[config.mk]
export PLATFORM = sky130hd
export DESIGN_NAME = ray_core_dispatcher
export DESIGN_NICKNAME = d
export VERILOG_FILES = /design/src/rtl/ray_pkg.sv /design/src/rtl/rr_arbiter.sv /design/src/rtl/ray_core_dispatcher.sv
export SDC_FILE = /design/constraint.sdc
export NUM_CORES = 1
export LEC_CHECK = 0
export CORE_MARGIN = 1
export CORE_UTILIZATION = 25
export DETAILED_ROUTE_END_ITERATION = 8
export HOLD_SLACK_MARGIN = 0.06
export PLACE_DENSITY = 0.46
export SLEW_MARGIN = 10
export SYNTH_ARGS = -nofsm -noshare
export SYNTH_HDL_FRONTEND = slang
export SYNTH_SLANG_ARGS = --single-unit
export TNS_END_PERCENT = 100
[constraint.sdc]
create_clock -name clk -period 4.7 [get_ports clk]
set_input_delay 1.41 -clock clk [delete_from_list [all_inputs] [get_ports clk]]
set_output_delay 1.41 -clock clk [all_outputs]
set_load 0.05 [all_outputs]
[src/rtl/ray_pkg.sv]
// Shared types and constants for the ray-core dispatcher and its arbiter.
package ray_pkg;

  localparam int MAX_CORES = 4;
  localparam int RAY_CW    = 12;
  localparam int OP_W      = 2;

  typedef logic signed [RAY_CW-1:0] coord_t;

  typedef struct packed {
    coord_t x;
    coord_t y;
    coord_t z;
  } ray_t;

  typedef enum logic [1:0] {
    IDLE,
    LAUNCH,
    RUN,
    DONE
  } disp_state_t;

  // Cyclic successor of a core id within a pool of n cores.
  function automatic logic [OP_W-1:0] wrap_inc(input logic [OP_W-1:0] v, input int n);
    return (int'(v) >= n - 1) ? '0 : v + OP_W'(1);
  endfunction

endpackage

[src/rtl/rr_arbiter.sv]
// Combinational cyclic-priority arbiter: the first asserted request at or after
// ptr wins, reported both one-hot and as an index.
module rr_arbiter
  import ray_pkg::*;
#(
  parameter int N = 4
) (
  input  logic [N-1:0]    req,
  input  logic [OP_W-1:0] ptr,
  output logic [N-1:0]    grant,
  output logic [OP_W-1:0] grant_idx,
  output logic            grant_any
);

  localparam int SW = (N > 1) ? $clog2(N) : 1;

  logic [SW-1:0] slot;

  always_comb begin
    grant     = '0;
    grant_idx = '0;
    grant_any = 1'b0;
    slot      = '0;
    for (int k = 0; k < MAX_CORES; k++) begin
      if (k < N && !grant_any) begin
        slot = SW'((int'(ptr) + k) % N);
        if (req[slot]) begin
          grant[slot] = 1'b1;
          grant_idx   = OP_W'(slot);
          grant_any   = 1'b1;
        end
      end
    end
  end

endmodule

[src/rtl/ray_core_dispatcher.sv]
// Frame scheduler: launches NUM_CORES ray generators and funnels their rays,
// round-robin, through one registered output stage to the tracer.
module ray_core_dispatcher
  import ray_pkg::*;
#(
  parameter int NUM_CORES = 4,
  parameter int CW        = 12,
  parameter int IW        = 32
) (
  input  logic                      clk,
  input  logic                      reset_n,
  input  logic                      start,
  input  logic [12:0]               image_width,
  input  logic [12:0]               image_height,
  output logic [NUM_CORES-1:0]      core_en,
  output logic [1:0]                op_code,
  input  logic [NUM_CORES-1:0]      req_valid,
  input  logic [NUM_CORES*3*CW-1:0] req_dir,
  input  logic [NUM_CORES*IW-1:0]   req_index,
  output logic [NUM_CORES-1:0]      req_ready,
  output logic                      out_valid,
  input  logic                      out_ready,
  output logic signed [CW-1:0]      out_dir_x,
  output logic signed [CW-1:0]      out_dir_y,
  output logic signed [CW-1:0]      out_dir_z,
  output logic [IW-1:0]             out_index,
  output logic [1:0]                out_core,
  output logic                      busy,
  output logic                      frame_done
);

  disp_state_t     state_q, state_d;
  logic [IW-1:0]   total_q, total_d;
  logic [IW-1:0]   delivered_q, delivered_d;
  logic [IW-1:0]   issued_q, issued_d;
  logic [OP_W-1:0] rr_ptr_q, rr_ptr_d;
  logic            out_valid_q, out_valid_d;
  logic [3*CW-1:0] out_dir_q, out_dir_d;
  logic [IW-1:0]   out_index_q, out_index_d;
  logic [OP_W-1:0] out_core_q, out_core_d;

  logic [NUM_CORES-1:0] grant;
  logic [OP_W-1:0]      grant_idx;
  logic                 grant_any;
  logic                 loadable, can_issue, fire, xfer;
  logic [3*CW-1:0]      sel_dir;
  logic [IW-1:0]        sel_index;
  logic [25:0]          frame_pixels;

  rr_arbiter #(.N(NUM_CORES)) u_arb (
    .req       (req_valid),
    .ptr       (rr_ptr_q),
    .grant     (grant),
    .grant_idx (grant_idx),
    .grant_any (grant_any)
  );

  assign frame_pixels = 26'(image_width) * 26'(image_height);
  assign loadable     = !out_valid_q || out_ready;
  // Issued rays are capped at the frame total so nothing extra is pulled in.
  assign can_issue    = (state_q == RUN) && loadable && (issued_q < total_q);
  assign fire         = can_issue && grant_any;
  assign xfer         = out_valid_q && out_ready;
  assign req_ready    = can_issue ? grant : '0;

  always_comb begin
    sel_dir   = '0;
    sel_index = '0;
    for (int i = 0; i < NUM_CORES; i++) begin
      if (grant[i]) begin
        sel_dir   = req_dir[i*3*CW +: 3*CW];
        sel_index = req_index[i*IW +: IW];
      end
    end
  end

  always_comb begin
    state_d     = state_q;
    total_d     = total_q;
    delivered_d = delivered_q;
    issued_d    = issued_q;
    rr_ptr_d    = rr_ptr_q;
    out_valid_d = out_valid_q;
    out_dir_d   = out_dir_q;
    out_index_d = out_index_q;
    out_core_d  = out_core_q;

    case (state_q)
      IDLE: begin
        if (start) begin
          state_d     = LAUNCH;
          total_d     = IW'(frame_pixels);
          delivered_d = '0;
          issued_d    = '0;
        end
      end
      LAUNCH:  state_d = (total_q == '0) ? DONE : RUN;
      RUN:     if (xfer && (delivered_q + IW'(1) == total_q)) state_d = DONE;
      DONE:    state_d = IDLE;
      default: state_d = IDLE;
    endcase

    if (xfer) begin
      out_valid_d = 1'b0;
      delivered_d = delivered_q + IW'(1);
    end
    if (fire) begin
      out_valid_d = 1'b1;
      out_dir_d   = sel_dir;
      out_index_d = sel_index;
      out_core_d  = grant_idx;
      issued_d    = issued_q + IW'(1);
      rr_ptr_d    = wrap_inc(grant_idx, NUM_CORES);
    end
  end

  always_ff @(posedge clk or negedge reset_n) begin
    if (!reset_n) begin
      state_q     <= IDLE;
      total_q     <= '0;
      delivered_q <= '0;
      issued_q    <= '0;
      rr_ptr_q    <= '0;
      out_valid_q <= 1'b0;
      out_dir_q   <= '0;
      out_index_q <= '0;
      out_core_q  <= '0;
    end else begin
      state_q     <= state_d;
      total_q     <= total_d;
      delivered_q <= delivered_d;
      issued_q    <= issued_d;
      rr_ptr_q    <= rr_ptr_d;
      out_valid_q <= out_valid_d;
      out_dir_q   <= out_dir_d;
      out_index_q <= out_index_d;
      out_core_q  <= out_core_d;
    end
  end

  assign core_en    = {NUM_CORES{state_q == RUN}};
  assign op_code    = 2'(NUM_CORES - 1);
  assign busy       = (state_q != IDLE);
  assign frame_done = (state_q == DONE);
  assign out_valid  = out_valid_q;
  assign out_dir_x  = out_dir_q[3*CW-1 -: CW];
  assign out_dir_y  = out_dir_q[2*CW-1 -: CW];
  assign out_dir_z  = out_dir_q[CW-1:0];
  assign out_index  = out_index_q;
  assign out_core   = out_core_q;

endmodule

### Word-level counts from Yosys, hierarchy flattened

Cells that the tools add are included.

* flip-flop bits (word level): 165
* latch bits: 0
* logic and storage cells: 115
* input bits: 306
* ROM bits: 0
* output and inout bits: 83
* RAM bits: 0
* memories kept: 0

* add/sub/neg operators: 6
* shifts and indexed selects: 0
* reductions and logical operators: 23
* muxes and demuxes: 57
* divide/modulo/power cells: 0
* eq/ne operators: 6
* $lt $le $gt $ge: 10
* bitwise logic cells: 3
* $mul: 1

Operators by type and width (count)
* 32-bit 2-to-1 mux: 8
* 36-bit 2-to-1 mux: 4
* 32-bit by 1-bit adder with 32-bit output (second input constant): 2
* 32-bit by 26-bit equality test with 1-bit output: 1
* 32-bit logical NOT: 1
* 32-bit by 26-bit < comparator with 1-bit output: 1
* 4-bit 2-to-1 mux: 8
* 13-bit by 13-bit multiplier with 26-bit output: 1
* 2-bit 2-to-1 mux: 10
* 1-bit 2-to-1 mux: 18
* 2-bit by 3-bit < comparator with 1-bit output (second input constant): 4
* 4-bit bitwise OR: 3
* 2-bit nonzero test: 6
* 1-bit logical AND: 9
* 1-bit binary-select mux with 2-bit select: 4
* 1-bit demux with 2-bit select: 4
* 2-bit by 1-bit >= comparator with 1-bit output (second input constant): 4
* 2-bit case mux with 4 select lines: 1
* 2-bit AND reduction: 4
* 2-bit by 1-bit adder with 2-bit output (second input constant): 2
* 2-bit adder (second input constant): 2
* 2-bit equality test (second input constant): 2
* 2-bit by 1-bit equality test with 1-bit output (second input constant): 1
* 2-bit >= comparator (second input constant): 1
* 5 further kinds: 5

### Longest topological paths before layout

Gate-level depths: netlist of the first run.

* depth in word-level cells: 18
* depth in mapped cells: 21
* gate-level depth less buffers: 20

### Cells and area by module

From an unflattened synthesis of the first run, not the netlist that was laid out.

* cell total of the unflattened synthesis: 2011
* area, all modules: 16895.0 um^2

Modules (own cells, without submodules)
* ray_core_dispatcher: cells an instance 1936, area an instance 16288.1 um^2, sequential area each 4129.0 um^2, times used 1
* rr_arbiter: cells an instance 75, area an instance 606.8 um^2, sequential area each 0.0 um^2, times used 1

### Worst setup path before layout of the first run

No wires, ideal clock.

* path type: input to register
* from: input port image_height[6]
* to: register total_q[24]
* path slack: -1800 ps
* cell stages on the path: 20
* arrival time: 6376 ps
* path buffers: 1
* library setup time: 124 ps
* data required time: 4576 ps
* cell sequence: clkbuf_1 -> nand2_1 -> fa_1 -> inv_1 -> fa_1 -> inv_1 -> fa_1 -> inv_1 -> fa_1 -> inv_1 -> fa_1 -> inv_1 -> ha_1 -> a21o_1 -> a2111oi_0 -> a21o_1 -> o21ai_0 -> o41ai_1 -> nor4b_1 -> a211o_1

* cells in the longest elaborated chain, start to end: 1

RTL lines
* start, declared: line ray_core_dispatcher.sv:14 `input logic [12:0] image_height,`
* 13-bit by 13-bit multiplier with 26-bit output: line ray_core_dispatcher.sv:58 `assign frame_pixels = 26'(image_width) * 26'(image_height);`
* end signal, assigned: line ray_core_dispatcher.sv:130 `total_q <= total_d;`
* end, declared: line ray_core_dispatcher.sv:33 `logic [IW-1:0] total_q, total_d;`

No other way between the ends.
A chain may end at the register's enable or synchronous reset.

### Worst setup path after layout of the first run

* from: input port image_width[10]
* to: register total_q[22]

* cells in the longest elaborated chain, start to end: 1

RTL lines
* start, declared: line ray_core_dispatcher.sv:13 `input logic [12:0] image_width,`
* 13-bit by 13-bit multiplier with 26-bit output: line ray_core_dispatcher.sv:58

No other way between the ends.

==> results of run 1 <==
placed cells by master, fill, tap and decap left out, types with 21 or more instances in the layout:
master             n
inv_2             32
a21o_1            26
nor3_1            25
o21ai_0          137
nand3_1          100
clkdlybuf4s50_1  352
buf_6             53
nand2_1          301
and2_4            28
xor2_1            31
dfrtp_1          165
o21ai_1           34
a21oi_1           91
fa_1             111
ha_1              88
buf_4            157
nand4_1           31
nor4_1            21
a311oi_1          69
nor2_1           108
and2_1            73
inv_1            189
timing repair:
item	4_1_cts	5_1_grt
cloned	1	0
hold buffers	0	0
setup buffers	44	12
pin swaps	111	76
gates resized for setup	254	79
endpoints found under the setup margin	26	22
cells by family (layout without fill, tap and decap cells):
group,count (synthesis),count (layout),share of synthesized area
simple gates,792,792,0.2246
compound gates,472,472,0.1779
buf+inv,365,848,0.08896
fa+ha+maj,228,228,0.2221
flops,165,165,0.2438
xor+xnor,53,53,0.02741
mux,21,21,0.01493
other cells,1,3,0.0002215
power by group:
| group | internal, µW | switching (µW) | leakage (µW) | total (µW) |
|---|---|---|---|---|
| clock | 900 | 678 | 0.000304 | 1580 |
| combinational | 6160 | 7540 | 0.00832 | 13700 |
| sequential | 1840 | 434 | 0.00217 | 2270 |
layout make-up:
type | count | area share
multi-input combinational | 1568 | 0.4936
timing repair buffer | 595 | 0.2342
sequential | 165 | 0.1680
tap | 873 | 0.04445
inverter | 221 | 0.03376
clock buffer | 17 | 0.01731
clock inverter | 15 | 0.008605
antenna | 1 | 0.0001018
per-stage QoR:
stage	area (µm²)	utilization
floorplan	17420	-
detailed placement	22890	0.3415
CTS	24280	0.3622
finish	24570	0.3666
global route	24570	0.3666
global placement	22890	0.3415
registers in the layout, summed over array words and instances (netlist names):
name and count:
issued_q 32, out_dir_q 36, delivered_q 32, state_q 2, total_q 26, out_core 2
rr_ptr_q 2, out_index 32, out_valid 1
worst max-delay path: stages:
cell,delay (ps)
buf_8,110
buf_6,100
buf_6,110
and2_4,130
fa_1,540
inv_2,40
fa_1,470
fa_1,530
inv_2,40
fa_1,490
inv_1,50
fa_1,510
inv_2,50
ha_4,210
a21o_1,220
a2111oi_4,190
a21o_1,210
o21ai_2,100
buf_4,150
o21a_1,190
o21a_1,160
o31ai_1,180
worst min-delay path by stage:
stage | depth (start not counted) | end | slack [ps] | startpoint
2_1_floorplan | 1 | issued_q[31]$_DFFE_PN0P_ | 480 | issued_q[31]$_DFFE_PN0P_
3_3_place_gp | 2 | out_index[30]$_DFFE_PN0P_ | 460 | out_index[30]$_DFFE_PN0P_
3_5_place_dp | 2 | out_dir_q[1]$_DFFE_PN0P_ | 470 | out_dir_q[1]$_DFFE_PN0P_
4_1_cts | 2 | out_index[29]$_DFFE_PN0P_ | 480 | out_index[29]$_DFFE_PN0P_
5_1_grt | 2 | out_dir_q[8]$_DFFE_PN0P_ | 500 | out_dir_q[8]$_DFFE_PN0P_
6_report | 2 | out_index[29]$_DFFE_PN0P_ | 480 | out_index[29]$_DFFE_PN0P_
routing by layer:
metal	vias up	part of all wire
li1	8107	-
met1	8174	0.47
met2	334	0.47
met3	64	0.035
met4	4	0.018
met5	-	0.00040
==> results.sh, run 1 <==
export IMPL_dr_pass1_iters=6
export IMPL_cts_tree="yes"
export IMPL_io_pins=389
export IMPL_numCtsBuffers=17
export IMPL_gp_congestion=0.8801
export IMPL_cts_buffer_depth=2
export IMPL_root_buffer="clkbuf_16"
export IMPL_synth_common_cells="nand2_1 (318), inv_1 (221), dfrtp_1 (165), o21ai_0 (157), fa_1 (121)"
export IMPL_path_class="primary input to flop"
export IMPL_dr_first_iter_drc_count=1033
export IMPL_dp_worst_setup_slack_ps=-2281
export IMPL_yosys_warnings=0
export IMPL_ys_ff_latch=165
export IMPL_maxSlewViolCount=0
export IMPL_drtAntennaViolNets=0
export IMPL_fmax_mhz=172.4
export IMPL_synth_distinct_cells=77
export IMPL_synth_edf_count=0
export IMPL_clk_pin_slew_worst_paths_ps=70
export IMPL_dr_total_vias=16680
export IMPL_fin_crit_sh=1.234
export IMPL_hp_class="flop to flop"
export IMPL_reg2reg_slack_ps=590
export IMPL_cp_end_kind="flop"
export IMPL_cts_sinks=165
export IMPL_worst_slack_ps=-1101
export IMPL_dp_hpwl_um=49880
export IMPL_grt_usage=0.1805
export IMPL_drive_above_1_share=0.1794
export IMPL_use_met2=0.2982
export IMPL_drv_cap=0
export IMPL_power_uw=17550
export IMPL_synthCells=2097
export IMPL_start_util=0.2526
export IMPL_max_slew_margin_rel=0.4403
export IMPL_violations="setup timing"
export IMPL_num_nets_final=3102
export IMPL_r2r_cells=15
export IMPL_synth_async_reset_ratio=1.000
export IMPL_multi_input_area_um2=12130
export IMPL_synthToLayoutAreaGrowth_pct=45.12
export IMPL_power_density_nw_per_um2=714.2
export IMPL_clk_latency_ps=480
export IMPL_placedCellCount=3376
export IMPL_synth_top_area_frac=0.2438
export IMPL_synth_most_common_cell="nand2_1"
export IMPL_crit_end="total_q[22]$_DFFE_PN0P_"
export IMPL_r2r_end="out_index[4]$_DFFE_PN0P_"
export IMPL_fin_skew_ps=11.76
export IMPL_dieArea_um2=68780
export IMPL_grt_overflow=0
export IMPL_cp_required_ps=5090
export IMPL_leakagePower_uw=0.01079
export IMPL_first_global_vias=16580
export IMPL_ys_seq_area_frac=0.2438
export IMPL_grt_pass1_wl_um=97210
export IMPL_seq_area_um2=4129
export IMPL_tightestPinTransition_ps=833.2
export IMPL_grt_max_degree=88
export IMPL_finalSetupTns_ps=-13120
export IMPL_use_met3=0.02666
export IMPL_cp_start_kind="primary input"
export IMPL_io_buffers=386
export IMPL_die_x_um=262.3
export IMPL_fill_cells=6917
export IMPL_fin_crit_ps=5801
export IMPL_path_max_fanout=4
export IMPL_status="finished, violations left"
export IMPL_rows=95
export IMPL_worstSetupStartpoint="image_width[10]"
export IMPL_core_um2=67040
export IMPL_viasPerCell=4.829
export IMPL_wl_per_cell_um=18.18
export IMPL_whs_ps=480.5
export IMPL_wirelength_um=62800
export IMPL_antenna_found_initial=5
export IMPL_yosys_area_top_type="dfrtp_1"
export IMPL_gr_usage_met1=0.2465
export IMPL_ys_flop_type="dfrtp_1"
export IMPL_cts_max_level=4
export IMPL_top_usage_layer="met2"
export IMPL_r2r_start="rr_ptr_q[0]$_DFFE_PN0P_"
export IMPL_synth_top_cells_by_area="dfrtp_1 (24%), fa_1 (14%), ha_1 (7.9%)"
export IMPL_syn_area_um2=16930
export IMPL_rsz0062_at_grt="true"
export IMPL_post_route_drc_count=0
export IMPL_finalHoldViolations=0
export IMPL_crit_arrival_ps=6190
export IMPL_stdcell_count=3455
export IMPL_syn_area_per_cell_um2=8.075
export IMPL_irDropWorstVdd_uv=463.9
export IMPL_fp_dieH_um=262.3
export IMPL_finalSetupViolations=18
(Power assumes the default switching activity.)
==> run 2: changes to the inputs <==
--- a/config.mk
+++ b/config.mk
@@ -10,6 +10,7 @@
 export DETAILED_ROUTE_END_ITERATION = 8
 export HOLD_SLACK_MARGIN = 0.06
 export PLACE_DENSITY = 0.46
+export SKIP_CTS_REPAIR_TIMING = 1
 export SLEW_MARGIN = 10
 export SYNTH_ARGS = -nofsm -noshare
 export SYNTH_HDL_FRONTEND = slang
==> results.sh, run 2 (synthesized netlist as in run 1, its figures left out) <==
export IMPL_status="finished, violations left"
export IMPL_violations="setup timing"
export IMPL_fp_dieH_um=262.3
export IMPL_dieArea_um2=68780
export IMPL_p_comb_frac=0.770
export IMPL_grt_max_degree=88
export IMPL_use_met3=0.02609
export IMPL_sw_frac_of_total=0.5046
export IMPL_cpPeakStageDelay_ps=550
export IMPL_dr_first_iter_drc_count=1061
export IMPL_fmax_mhz=168.7
export IMPL_pwr_share_seq=0.136
export IMPL_gr_usage_met1=0.2466
export IMPL_largest_register_ff_count=36
export IMPL_fin_crit_sh=1.261
export IMPL_dp_hpwl_um=49880
export IMPL_wl_per_cell_um=18.20
export IMPL_post_route_drc_count=0
export IMPL_first_global_vias=16190
export IMPL_switching_power_uw=8439
export IMPL_leakagePower_uw=0.01072
export IMPL_finalSetupTns_ps=-14560
export IMPL_crit_arrival_ps=6310
export IMPL_root_buffer="clkbuf_16"
export IMPL_tightestPinTransition_ps=824.7
export IMPL_cts_tree="yes"
export IMPL_cp_num_buf_inv=7
export IMPL_gp_congestion=0.8801
export IMPL_drv_cap=0
export IMPL_clk_latency_ps=480
export IMPL_path_max_fanout=7
export IMPL_max_slew_margin_rel=0.4460
export IMPL_dr_pass1_iters=6
export IMPL_rsz0062_at_grt="true"
export IMPL_clk_pin_slew_worst_paths_ps=70
export IMPL_fin_skew_ps=11.94
export IMPL_fin_crit_ps=5926
export IMPL_final_common_cell="clkdlybuf4s50_1"
export IMPL_slowest_stage="fa_1"
export IMPL_die_x_um=262.3
export IMPL_reg2reg_slack_ps=600
export IMPL_viasPerCell=4.845
export IMPL_final_core_util=0.3604
export IMPL_rows=95
export IMPL_drive_above_1_share=0.1547
export IMPL_worst_slack_ps=-1226
export IMPL_irDropWorstVdd_uv=468.0
export IMPL_cp_end_kind="flop"
export IMPL_p_int_uw=8284
export IMPL_crit_top_cell="fa_1"
export IMPL_use_met2=0.2911
export IMPL_cp_top_family="adder cells"
export IMPL_placedCellCount=3376
export IMPL_path_class="primary input to flop"
export IMPL_fill_cells=6964
export IMPL_max_flop_register="out_dir_q"
export IMPL_cts_max_level=4
export IMPL_path_cells="buf_6 > buf_6 > and2_4 > fa_1 > inv_2 > fa_1 > inv_2 > fa_1 > fa_1 > inv_1 > fa_1 > inv_2 > ha_4 > a21o_1 > a2111oi_4 > a21o_1 > o21ai_2 > buf_4 > o21a_1 > o21a_1 > o31ai_1"
export IMPL_numCtsBuffers=17
export IMPL_io_pins=389
export IMPL_synthToLayoutAreaGrowth_pct=42.69
export IMPL_finalHoldViolations=0
export IMPL_insertedDiodeCount=0
export IMPL_dr_total_vias=16630
export IMPL_grt_pass1_wl_um=96010
export IMPL_top_usage_layer="met2"
export IMPL_antenna_found_initial=4
export IMPL_whs_ps=480.5
export IMPL_cts_buffer_depth=2
export IMPL_start_util=0.2526
export IMPL_hp_class="flop to flop"
export IMPL_stdcell_count=3432
export IMPL_pwr_share_clk=0.095
export IMPL_grt_usage=0.1782
export IMPL_cp_start_kind="primary input"
export IMPL_core_um2=67040
export IMPL_cp_required_ps=5080
export IMPL_cts_sinks=165
export IMPL_wirelength_um=62480
export IMPL_maxSlewViolCount=0
export IMPL_num_nets_final=3080
export IMPL_dp_worst_setup_slack_ps=-2281
export IMPL_drtAntennaViolNets=0
export IMPL_power_density_nw_per_um2=692.1
export IMPL_io_buffers=386
export IMPL_finalSetupViolations=19
export IMPL_layout_common_cells="clkdlybuf4s50_1 (352), nand2_1 (306), inv_1 (194), dfrtp_1 (165), buf_4 (156)"
export IMPL_grt_overflow=0
run 2: through the flow:
stage | cell area (µm²) | power (µW)
2_1_floorplan | 17420 | 9925
3_3_place_gp | 22890 | 14120
3_5_place_dp | 22890 | 14200
4_1_cts | 23530 | 15890
5_1_grt | 24160 | 18110
6_report | 24160 | 16720
run 2: area by class of cell:
| type | instances | area (µm²) | share of cell area |
|---|---|---|---|
| multi-input combinational | 1568 | 11940 | 0.4943 |
| timing repair buffer | 573 | 5532 | 0.2289 |
| sequential | 165 | 4129 | 0.1709 |
| tap | 873 | 1092 | 0.04521 |
| inverter | 221 | 829.5 | 0.03433 |
| clock buffer | 17 | 425.4 | 0.01761 |
| clock inverter | 15 | 211.5 | 0.008751 |
run 2: power by group through the flow:
stage	combinational (µW)	sequential, µW	clock [µW]
6_report	12900	2270	1580
5_1_grt	14100	2320	1690
4_1_cts	12000	2270	1630
3_5_place_dp	11900	2300	0
3_3_place_gp	11800	2290	0
2_1_floorplan	6950	2970	0
run 2: worst paths after layout:
kind	from	end	cells after the start
min in group asynchronous	reset_n	total_q[9]$_DFFE_PN0P_	1
max reg2reg	rr_ptr_q[0]$_DFFE_PN0P_	out_index[4]$_DFFE_PN0P_	15
min	out_index[27]$_DFFE_PN0P_	out_index[27]$_DFFE_PN0P_	2
max	image_width[8]	total_q[22]$_DFFE_PN0P_	21
max in group asynchronous	reset_n	out_index[22]$_DFFE_PN0P_	2
min reg2reg	out_index[27]$_DFFE_PN0P_	out_index[27]$_DFFE_PN0P_	2
run 2: per-layer routing:
layer | vias to the layer above | wire, µm
li1 | 8064 | -
met1 | 8101 | 29540
met2 | 391 | 29510
met3 | 68 | 2326
met4 | 4 | 1077
met5 | - | 26
run 2: worst min-delay path, cell delays in order, from the launching register on:
cell and delay (ps):
dfrtp_1 340, nand2_1 40, o21ai_0 60
